## src/rtl/capture_tx_ctrl.sv

```systemverilog
// capture_tx_ctrl: one capture run = load pt/key, fire the cipher, wait a fixed
// window, then stream a frame (header, pt, key, ct, trace bytes) byte by byte
// to a UART, then idle for a settle gap before accepting the next start.
module capture_tx_ctrl #(
  parameter int         SAMPLES     = 1024,
  parameter int         WAIT_CYCLES = 1024,
  parameter int         GAP_CYCLES  = 4096,
  parameter logic [7:0] HEADER      = 8'hA5
) (
  input  logic        clk,
  input  logic        rst,
  input  logic        start,
  input  logic [31:0] pt_in,
  input  logic [63:0] key_in,
  output logic        enc_en,
  input  logic        enc_done,
  input  logic [31:0] ct_in,
  output logic [9:0]  trace_addr,
  input  logic [7:0]  trace_data,
  output logic        tx_dv,
  output logic [7:0]  tx_byte,
  input  logic        tx_done,
  output logic        busy,
  output logic        timeout_err
);

  localparam int FRAME   = 17 + SAMPLES;
  localparam int IDX_W   = ($clog2(FRAME) > 11) ? $clog2(FRAME) : 11;
  localparam int CNT_MAX = (WAIT_CYCLES > GAP_CYCLES) ? WAIT_CYCLES : GAP_CYCLES;
  localparam int CNT_W   = $clog2(CNT_MAX + 1);

  typedef enum logic [2:0] {
    IDLE, LOAD, ENC, WAIT_ENC, FETCH, SEND, WAIT_TX, GAP
  } state_t;

  state_t            state, state_nx;
  logic [31:0]       pt_r, ct_r;
  logic [63:0]       key_r;
  logic              done_f;
  logic [CNT_W-1:0]  cnt;        // shared: capture window, then settle gap
  logic [IDX_W-1:0]  idx;        // byte index within the frame
  logic              win_end, gap_end, last_byte, ct_hit;
  logic [16:0][7:0]  hdr;        // fixed 17-byte frame prefix, header in MSB
  logic [7:0]        sel;

  assign win_end   = (cnt == CNT_W'(WAIT_CYCLES - 1));
  assign gap_end   = (cnt == CNT_W'(GAP_CYCLES - 1));
  assign last_byte = (idx == IDX_W'(FRAME - 1));
  // only the first enc_done of the window is taken; later ones are ignored
  assign ct_hit    = enc_done && !done_f && ((state == ENC) || (state == WAIT_ENC));

  assign enc_en = (state == ENC);
  assign tx_dv  = (state == SEND);
  assign busy   = (state != IDLE);
  // prefix bytes park the trace address at 0; trace bytes map to idx-17
  assign trace_addr = (idx >= IDX_W'(17)) ? 10'(idx - IDX_W'(17)) : 10'd0;
  assign hdr = {HEADER, pt_r, key_r, ct_r};

  // state register; reset drops straight back to IDLE from anywhere
  always_ff @(posedge clk or posedge rst) begin
    if (rst) state <= IDLE;
    else     state <= state_nx;
  end

  // next-state logic
  always_comb begin
    state_nx = state;
    case (state)
      IDLE:     if (start) state_nx = LOAD;
      LOAD:     state_nx = ENC;
      ENC:      state_nx = WAIT_ENC;
      WAIT_ENC: if (win_end) state_nx = FETCH;
      FETCH:    state_nx = SEND;
      SEND:     state_nx = WAIT_TX;
      WAIT_TX:  if (tx_done) state_nx = last_byte ? GAP : FETCH;
      GAP:      if (gap_end) state_nx = IDLE;
      default:  state_nx = IDLE;
    endcase
  end

  // run datapath: operand latch, ct capture, window/gap counter, byte index
  always_ff @(posedge clk or posedge rst) begin
    if (rst) begin
      pt_r        <= '0;
      key_r       <= '0;
      ct_r        <= '0;
      done_f      <= 1'b0;
      cnt         <= '0;
      idx         <= '0;
      timeout_err <= 1'b0;
    end else begin
      case (state)
        IDLE: if (start) timeout_err <= 1'b0;
        LOAD: begin
          pt_r   <= pt_in;
          key_r  <= key_in;
          ct_r   <= '0;
          done_f <= 1'b0;
        end
        ENC: cnt <= '0;
        WAIT_ENC: begin
          if (win_end) begin
            idx <= '0;
            // nothing came back in the window: send all-ones ct and flag it
            if (!done_f && !enc_done) begin
              ct_r        <= 32'hFFFF_FFFF;
              timeout_err <= 1'b1;
            end
          end else begin
            cnt <= cnt + 1'b1;
          end
        end
        WAIT_TX: if (tx_done) begin
          if (last_byte) cnt <= '0;
          else           idx <= idx + 1'b1;
        end
        GAP: if (!gap_end) cnt <= cnt + 1'b1;
        default: ;
      endcase
      if (ct_hit) begin
        ct_r   <= ct_in;
        done_f <= 1'b1;
      end
    end
  end

  // byte mux: fixed prefix from registers, then the trace stream
  always_comb begin
    sel = trace_data;
    if (idx < IDX_W'(17)) sel = hdr[5'd16 - idx[4:0]];
    tx_byte = tx_dv ? sel : 8'h00;
  end

endmodule

```

## config.mk

```make
export PLATFORM = sky130hd
export DESIGN_NAME = capture_tx_ctrl
export DESIGN_NICKNAME = d
export VERILOG_FILES = /design/src/rtl/capture_tx_ctrl.sv
export SDC_FILE = /design/constraint.sdc
export NUM_CORES = 1
export LEC_CHECK = 0
export ABC_AREA = 1
export BUFFER_PORTS_ARGS = -buffer_cell sky130_fd_sc_hd__buf_2
export CAP_MARGIN = 10
export CORE_MARGIN = 2
export CORE_UTILIZATION = 45
export CTS_CLUSTER_DIAMETER = 80
export CTS_CLUSTER_SIZE = 16
export DETAILED_ROUTE_END_ITERATION = 10
export GPL_ROUTABILITY_DRIVEN = 0
export PLACE_DENSITY = 0.7
export SLEW_MARGIN = 20
export SYNTH_ARGS = -nofsm -noshare
export SYNTH_HDL_FRONTEND = slang
export SYNTH_SLANG_ARGS = --single-unit
```

## constraint.sdc

```tcl
create_clock -name clk -period 7.13 [get_ports clk]
set_input_delay 1.0695 -clock clk [delete_from_list [all_inputs] [get_ports clk]]
set_output_delay 1.0695 -clock clk [all_outputs]
set_load 0.005 [all_outputs]
```

# Yosys cells after proc, flatten, opt, wreduce, memory -nomap -nowiden
# Index checks and enable logic that the tools add are counted.
# op_classes
n_lt_le_gt_ge,3
n_eq_ne,21
reduce_logical,18
mux,30
n_addsub,4
# op_table
cell,n
2-to-1 mux 32 bit,3
case mux 32 bit (2 select lines),1
2-to-1 mux 13 bit,4
case mux 13 bit (4 select lines),1
binary-select mux 8 bit (select 5 bit),1
2-to-1 mux 11 bit,3
2-to-1 mux 8 bit,3
case mux 3 bit (8 select lines),1
case mux 11 bit (2 select lines),1
!= test 2 bit (second input constant),8
adder 13 x 1 -> 13 bit (second input constant),1
== test 13 x 10 -> 1 bit (second input constant),1
== test 13 x 12 -> 1 bit (second input constant),1
== test 3 bit (second input constant),4
2-to-1 mux 3 bit,4
AND reduction 4 bit,3
adder 11 x 1 -> 11 bit (second input constant),1
== test 11 bit (second input constant),1
>= comparator 11 x 5 -> 1 bit (second input constant),1
< comparator 11 x 5 -> 1 bit (second input constant),1
2-to-1 mux 10 bit,1
subtractor 10 x 5 -> 10 bit (second input constant),1
== test 3 x 2 -> 1 bit (second input constant),2
< comparator 5 x 6 -> 1 bit (second input constant),1
other kinds (17),27
# totals
reg_bits,157
word_cells,84

# Logic depth before layout (Yosys ltp)
# Gate-level depths: netlist of run 1.
# logic_depth
ltp_word,6
depth_mapped,13

# Worst setup path before layout of run 1
# No wires, ideal clock.
# synth_path
path_kind,flip-flop to output port
startpoint,register idx[0]
endpoint,output tx_byte[6]
arrival_ns,2.230
path_buffers,4
path_slack_ns,3.831
required_time_ns,6.060
stages_incl_launch_ff,14
path_cell_list,dfrtp_1 -> buf_2 -> inv_2 -> clkbuf_1 -> ha_1 -> ha_1 -> clkbuf_1 -> inv_1 -> clkbuf_1 -> nand3_1 -> nand3_1 -> nand2_1 -> nand2_1 -> a21oi_1
# synth_between
elab_chain_len,5
word_cells_on_any_way,6
# synth_rtl
element,line_no,source
"start, declared",41,logic [IDX_W-1:0] idx;
"start signal, assigned",115,else idx <= idx + 1'b1;
subtractor 5 bit,130,if (idx < IDX_W'(17)) sel = hdr[5'd16 - idx[4:0]];
binary-select mux 8 bit (select 5 bit),130,
2-to-1 mux 8 bit (not written as such),130,
2-to-1 mux 8 bit *,130,
2-to-1 mux 8 bit *,131,tx_byte = tx_dv ? sel : 8'h00;
"end, declared",21,"output logic [7:0] tx_byte,"
# Every way passes the cells marked *; elsewhere a longest branch is shown, timed or not. The select of a mux whose other input is x is not followed.

# Final worst setup path of run 1
# layout_path
startpoint,register idx[0]
endpoint,output tx_byte[7]
# The elaborated chain is that of the path after synthesis.

==> results of run 1 <==
-- synth_stat cells (10+ instances only) --
| master | instances | area, um^2 |
|---|---|---|
| sky130_fd_sc_hd__o21ai_1 | 42 | 210 |
| sky130_fd_sc_hd__nand4_1 | 10 | 62.6 |
| sky130_fd_sc_hd__o21ai_0 | 140 | 701 |
| sky130_fd_sc_hd__inv_1 | 211 | 792 |
| sky130_fd_sc_hd__nand2_1 | 399 | 1500 |
| sky130_fd_sc_hd__nor2_1 | 59 | 221 |
| sky130_fd_sc_hd__buf_2 | 17 | 85.1 |
| sky130_fd_sc_hd__clkbuf_1 | 39 | 146 |
| sky130_fd_sc_hd__nor3_1 | 11 | 55.1 |
| sky130_fd_sc_hd__xor2_1 | 15 | 131 |
| sky130_fd_sc_hd__dfrtp_1 | 157 | 3930 |
| sky130_fd_sc_hd__nand3_1 | 124 | 621 |
-- path summary, 6_finish.rpt --
check | slack, ns | cells past startpoint | to
max | 2.61 | 10 | tx_byte[7]
min | 0.48 | 2 | key_r[32]$_DFFE_PP0P_
max reg2reg | 4.37 | 6 | key_r[21]$_DFFE_PP0P_
min reg2reg | 0.48 | 2 | key_r[32]$_DFFE_PP0P_
max in group asynchronous | 4.97 | 3 | pt_r[19]$_DFFE_PP0P_
min in group asynchronous | 0.79 | 2 | cnt[4]$_DFFE_PP0P_
-- report_power, final --
part           internal, mW  switching (mW)
clock                 0.529           0.402
sequential             1.27           0.158
combinational         0.500            1.06
total                  2.30            1.62
-- cells by family after synthesis --
group,count (synthesis),share of synthesized area
adders and majority gates,5,0.00712
AOI/OAI and AO/OA,195,0.114
DFF,157,0.447
xor gates and xnor gates,15,0.0150
buffers and inverters,282,0.126
and+or+nand+nor,615,0.291
-- registers in the layout, indices dropped and copies added, names as in the netlist --
| register | flops |
|---|---|
| timeout_err | 1 |
| ct_r | 32 |
| done_f | 1 |
| state | 3 |
| key_r | 64 |
| idx | 11 |
| pt_r | 32 |
| cnt | 13 |
-- per-layer routing --
metal	global-route usage	vias to the layer above	wire, um
li1	-	4179	-
met1	0.327	3747	10800
met2	0.385	293	10700
met3	0.0540	58	1660
met4	0.0970	0	824
met5	0	-	0
-- placed cells by master, fill, tap and decap left out, types with 6 or more instances in the layout --
cell	instances
sky130_fd_sc_hd__o21ai_1	42
sky130_fd_sc_hd__nand2_1	399
sky130_fd_sc_hd__nor2_2	6
sky130_fd_sc_hd__a21oi_1	9
sky130_fd_sc_hd__buf_2	162
sky130_fd_sc_hd__nor2_1	58
sky130_fd_sc_hd__nand4_1	10
sky130_fd_sc_hd__inv_6	6
sky130_fd_sc_hd__inv_1	210
sky130_fd_sc_hd__xor2_1	15
sky130_fd_sc_hd__nor3_1	11
sky130_fd_sc_hd__nand3_1	124
sky130_fd_sc_hd__o21ai_0	140
sky130_fd_sc_hd__clkbuf_16	17
sky130_fd_sc_hd__dfrtp_1	156
-- final cells by class --
type	count	area, um^2	share of cell area
Clock inverter	15	178	0.0173
Tap cell	265	332	0.0322
Timing Repair Buffer	167	848	0.0824
Multi-Input combinational cell	830	3750	0.365
Inverter	217	822	0.0799
Sequential cell	157	3930	0.382
Clock buffer	17	425	0.0413
-- worst reg2reg max path, delay by kind of cell, from the launching register on --
family                 cells  cell delay (ns)
DFF                        1             0.44
buffers and inverters      3             1.52
AOI/OAI and AO/OA          1             0.14
and+or+nand+nor            2             0.57
==> metrics, run 1 <==
status=finished, final reports clean; Rel. slew slack=0.372; maximum clock frequency=221 MHz; number of violations of the max-capacitance limit=0; worst path required time=6.06 ns; post-CTS resize count=0; startpoint type of the worst setup path=register; master cell of the clock root buffer=sky130_fd_sc_hd__clkbuf_16; Final Slew Violations=0; register clock-pin slew on the reported worst setup and hold paths=0.06 ns; Buffers & Inverters on Critical Path=3; worst setup path category=reg2out; delay of the slowest cell on the worst path=0.62 ns; peak supply drop=0.186 mV; CTS tree=done; Detail Route Antenna Nets=0; minimum setup slack after placement=3.06 ns; htree depth=4; Cell Chain, Critical Path=inv_2, ha_1, ha_1, inv_1, nand3_1, nand3_1, nand2_1, nand2_1, a21oi_1, buf_2; diode insertion count for antenna repair=0; Initial DRC Count=685; first-pass GRT wire length=39200 um; synthesized area per cell=6.92 um^2; setup repair bufs after CTS=0; startpoint of the worst register-to-register path=state[2]$_DFFE_PP0P_; cts-stage hold buffer count=0; Setup TNS=0 ns; total placed instance area=0.00968 mm^2; average wire per cell in the routed design=14.4 um; most instantiated flip-flop cell in the synthesis netlist=sky130_fd_sc_hd__dfrtp_1; total grt overflow=0; vias in the first global route=7809; critical path peak fanout=60; Site Rows=51; final cell count without fillers=1668; Layout area overhead=17.1%; NumNets Final=1536; Core ar.=0.0193 mm^2; worst min-delay path category=reg2reg; setup clock skew after layout=0.00656 ns; flip-flop and latch count after synthesis=157; number of buffers inserted during clock tree synthesis=17; number of antenna violations at the first check in global routing=0; count of warnings emitted by yosys=0; Power Density=381 mW/mm^2; Final Hold Fails=0; fraction of layout instances using a drive strength above 1=0.158; global router's overall resource usage=0.244; die footprint=0.0207 mm^2; via-per-instance ratio=4.96; post-layout util=0.532; quantity of I/O buffers inserted on ports=162; Gate Count Post-Synth=1269; number of unique standard cell types used by synthesis=30; IO Pins=163; number of synthesized flops with an enable pin=0; leakage power summed over all cells=5.20 nW; final number of setup-violating endpoints=0; die height=144 um; critical hold path startpoint=key_r[32]$_DFFE_PP0P_; Worst Hold Slack=0.482 ns; drt drc=0; clock net sink count=157; Inst Count DP=1636; portion of the clock cycle consumed by the worst path in the final layout=0.634; slew at the pin closest to its max-slew limit=0.942 ns; post-synthesis sequential area ratio=0.447; maximum number of pins on one net before global-route repair=120; Final Cell Area=0.0103 mm^2; unrepaired setup endpoints after global routing=false; Clk Latency, worst-skew pair=0.43 ns; horizontal die dimension=144 um; Mapped Nets=1415; Final Routed Wirelength=24000 um; total power after layout=3.92 mW; time the final worst path needs with I/O delays and setup=4.52 ns; vias=8277; cell type of the slowest stage on the worst timing path=sky130_fd_sc_hd__inv_2; Async S/R FF share, synth=1.00; final setup margin=2.61 ns; post-synthesis instance area=0.00879 mm^2; category of the worst setup path capture point=output port; worst path arrival time=3.45 ns; effective utilization at floorplan=0.454; origin of the worst setup path=idx[0]$_DFFE_PP0P_; detailed-router iteration count before antenna repair=6; Max clock buf depth=2; # fillers=1865; estimated wirelength of the detail-placed design=17700 um; cell family with most CP delay=buffers and inverters
Note: power is estimated with default switching activity, not from simulation.
==> run 2: changes to the inputs <==
==> constraint.sdc (replaced) <==
create_clock -name clk -period 4.2 [get_ports clk]
set_input_delay 0.63 -clock clk [delete_from_list [all_inputs] [get_ports clk]]
set_output_delay 0.63 -clock clk [all_outputs]
set_load 0.005 [all_outputs]
==> run 2 against run 1 <==
Effect of this change:
- sequential power increased by 72%
- clock skew increased by 0.0042 ns
- hold slack got worse by 0.33 ns
- clock-buffer cell count up 1
- final area is 0.39% higher
- via count up 1.2%
- combinational power increased by 72%
- critical path type unchanged
- critical endpoint unchanged
==> metrics, run 2 (synthesis results as in run 1) <==
net switching power=2.83 mW; setup repair bufs after CTS=0; post-CTS resize count=0; Final Hold Fails=0; setup clock skew after layout=0.0108 ns; number of antenna violations at the first check in global routing=0; Setup TNS=0 ns; worst path arrival time=2.97 ns; number of buffers inserted during clock tree synthesis=17; post-layout util=0.534; vias=8378; Site Rows=51; Core ar.=0.0193 mm^2; number of flip-flops under the largest register name=64; critical path peak fanout=36; worst path required time=3.57 ns; quantity of I/O buffers inserted on ports=162; register with the most flip-flops=key_r; average wire per cell in the routed design=14.4 um; portion of the clock cycle consumed by the worst path in the final layout=0.858; register clock-pin slew on the reported worst setup and hold paths=0.07 ns; # fillers=1925; leakage power summed over all cells=5.22 nW; final number of setup-violating endpoints=0; global router's overall resource usage=0.244; unrepaired setup endpoints after global routing=false; htree depth=4; Clk network pwr share=0.230; maximum number of pins on one net before global-route repair=87; number of violations of the max-capacitance limit=0; detailed-router iteration count before antenna repair=5; switching share of power=0.422; diode insertion count for antenna repair=0; status=finished, final reports clean; Layout area overhead=17.6%; total grt overflow=0; Rel. slew slack=0.483; commonest non-fill, non-tap cell in the layout=sky130_fd_sc_hd__nand2_1; registers with the most flip-flops=key_r: 64 flops, ct_r: 32 flops, pt_r: 32 flops; IO Pins=163; Clk Latency, worst-skew pair=0.44 ns; category of the worst setup path capture point=output port; P_int=3.87 mW; via-per-instance ratio=5.00; horizontal die dimension=144 um; Final Slew Violations=0; effective utilization at floorplan=0.454; vias in the first global route=7823; Power Density=648 mW/mm^2; worst setup path category=reg2out; worst min-delay path category=in2async; estimated wirelength of the detail-placed design=17800 um; die footprint=0.0207 mm^2; first-pass GRT wire length=39300 um; CTS tree=done; NumNets Final=1543; master cell of the clock root buffer=sky130_fd_sc_hd__clkbuf_16; fraction of layout instances using a drive strength above 1=0.161; peak supply drop=0.435 mV; time the final worst path needs with I/O delays and setup=3.60 ns; logic gate share of total power=0.402; maximum clock frequency=278 MHz; clock net sink count=157; startpoint type of the worst setup path=register; Initial DRC Count=775; die height=144 um; Final Routed Wirelength=24000 um; Max clock buf depth=2; relative contribution of sequential cells to total power=0.367; Detail Route Antenna Nets=0; commonest non-fill, non-tap cells in the layout=sky130_fd_sc_hd__nand2_1 (399), sky130_fd_sc_hd__inv_1 (210), sky130_fd_sc_hd__buf_2 (162); slew at the pin closest to its max-slew limit=0.775 ns; cts-stage hold buffer count=0; drt drc=0
[run 2: cell types whose count changed in the layout (fill, tap and decap cells not counted), moves of 2 or more]
| cell | previous run | this run |
|---|---|---|
| sky130_fd_sc_hd__clkinv_4 | 4 | 1 |
| sky130_fd_sc_hd__inv_6 | 6 | 4 |
| sky130_fd_sc_hd__buf_4 | 5 | 11 |
| sky130_fd_sc_hd__clkinvlp_4 | 0 | 3 |
| sky130_fd_sc_hd__inv_8 | 3 | 5 |
[run 2: metal layers]
| metal | routed length [um] | share of wire | GRT usage | vias to the layer above |
|---|---|---|---|---|
| met1 | 11100 | 0.46 | 0.340 | 3799 |
| met2 | 10700 | 0.44 | 0.382 | 340 |
| li1 | - | - | - | 4191 |
| met5 | 0 | 0 | 0 | - |
| met4 | 538 | 0.022 | 0.0810 | 0 |
| met3 | 1750 | 0.073 | 0.0490 | 48 |
[run 2: per-stage QoR]
stage	area [um^2]	instances	worst slack, ns	hold WS (ns)	power (mW)
floorplan	8790	1269	1.34	0.450	4.30
global placement	9750	1643	1.12	0.466	5.08
detailed placement	9750	1643	1.07	0.471	5.13
CTS	10300	1675	0.592	0.157	6.69
global route	10300	1675	0.317	0.173	7.22
finish	10300	1675	0.598	0.154	6.70
[run 2: final cells by class]
class | count | area [um^2] | area share
multi-input combinational | 830 | 3750 | 0.363
tap | 265 | 332 | 0.0321
inverter | 217 | 821 | 0.0795
timing repair buffer | 174 | 913 | 0.0884
clock inverter | 14 | 150 | 0.0145
sequential | 157 | 3930 | 0.380
clock buffer | 18 | 429 | 0.0415
[run 2: worst paths after layout]
check / start / slack (ns) / end / depth (start not counted)
setup / recovery: idx[0]$_DFFE_PP0P_ / 0.60 / tx_byte[7] / 11
hold / removal: rst / 0.15 / ct_r[1]$_DFFE_PP0P_ / 2
setup reg to reg: state[2]$_DFFE_PP0P_ / 1.64 / ct_r[28]$_DFFE_PP0P_ / 7
hold reg to reg: key_r[34]$_DFFE_PP0P_ / 0.49 / key_r[34]$_DFFE_PP0P_ / 2
max in group asynchronous: rst / 2.93 / idx[0]$_DFFE_PP0P_ / 3
min in group clk: pt_in[18] / 0.40 / pt_r[18]$_DFFE_PP0P_ / 3
[run 2: critical path, stage by stage, from the launching register on]
cell and delay (ns):
sky130_fd_sc_hd__dfrtp_2 0.73, sky130_fd_sc_hd__inv_2 0.07, sky130_fd_sc_hd__ha_1 0.24, sky130_fd_sc_hd__ha_1 0.27, sky130_fd_sc_hd__buf_4 0.20, sky130_fd_sc_hd__inv_1 0.38, sky130_fd_sc_hd__nand3_1 0.13, sky130_fd_sc_hd__nand3_1 0.11
sky130_fd_sc_hd__nand2_1 0.13, sky130_fd_sc_hd__nand2_1 0.09, sky130_fd_sc_hd__a21oi_1 0.05, sky130_fd_sc_hd__buf_2 0.13
[run 2: power by group through the flow]
stage | Clock, mW | Sequential [mW] | Combinational (mW)
floorplan | 0 | 2.37 | 1.93
finish | 1.54 | 2.46 | 2.69
detailed placement | 0 | 2.48 | 2.65
global placement | 0 | 2.46 | 2.62
global route | 1.62 | 2.53 | 3.06
CTS | 1.56 | 2.46 | 2.67
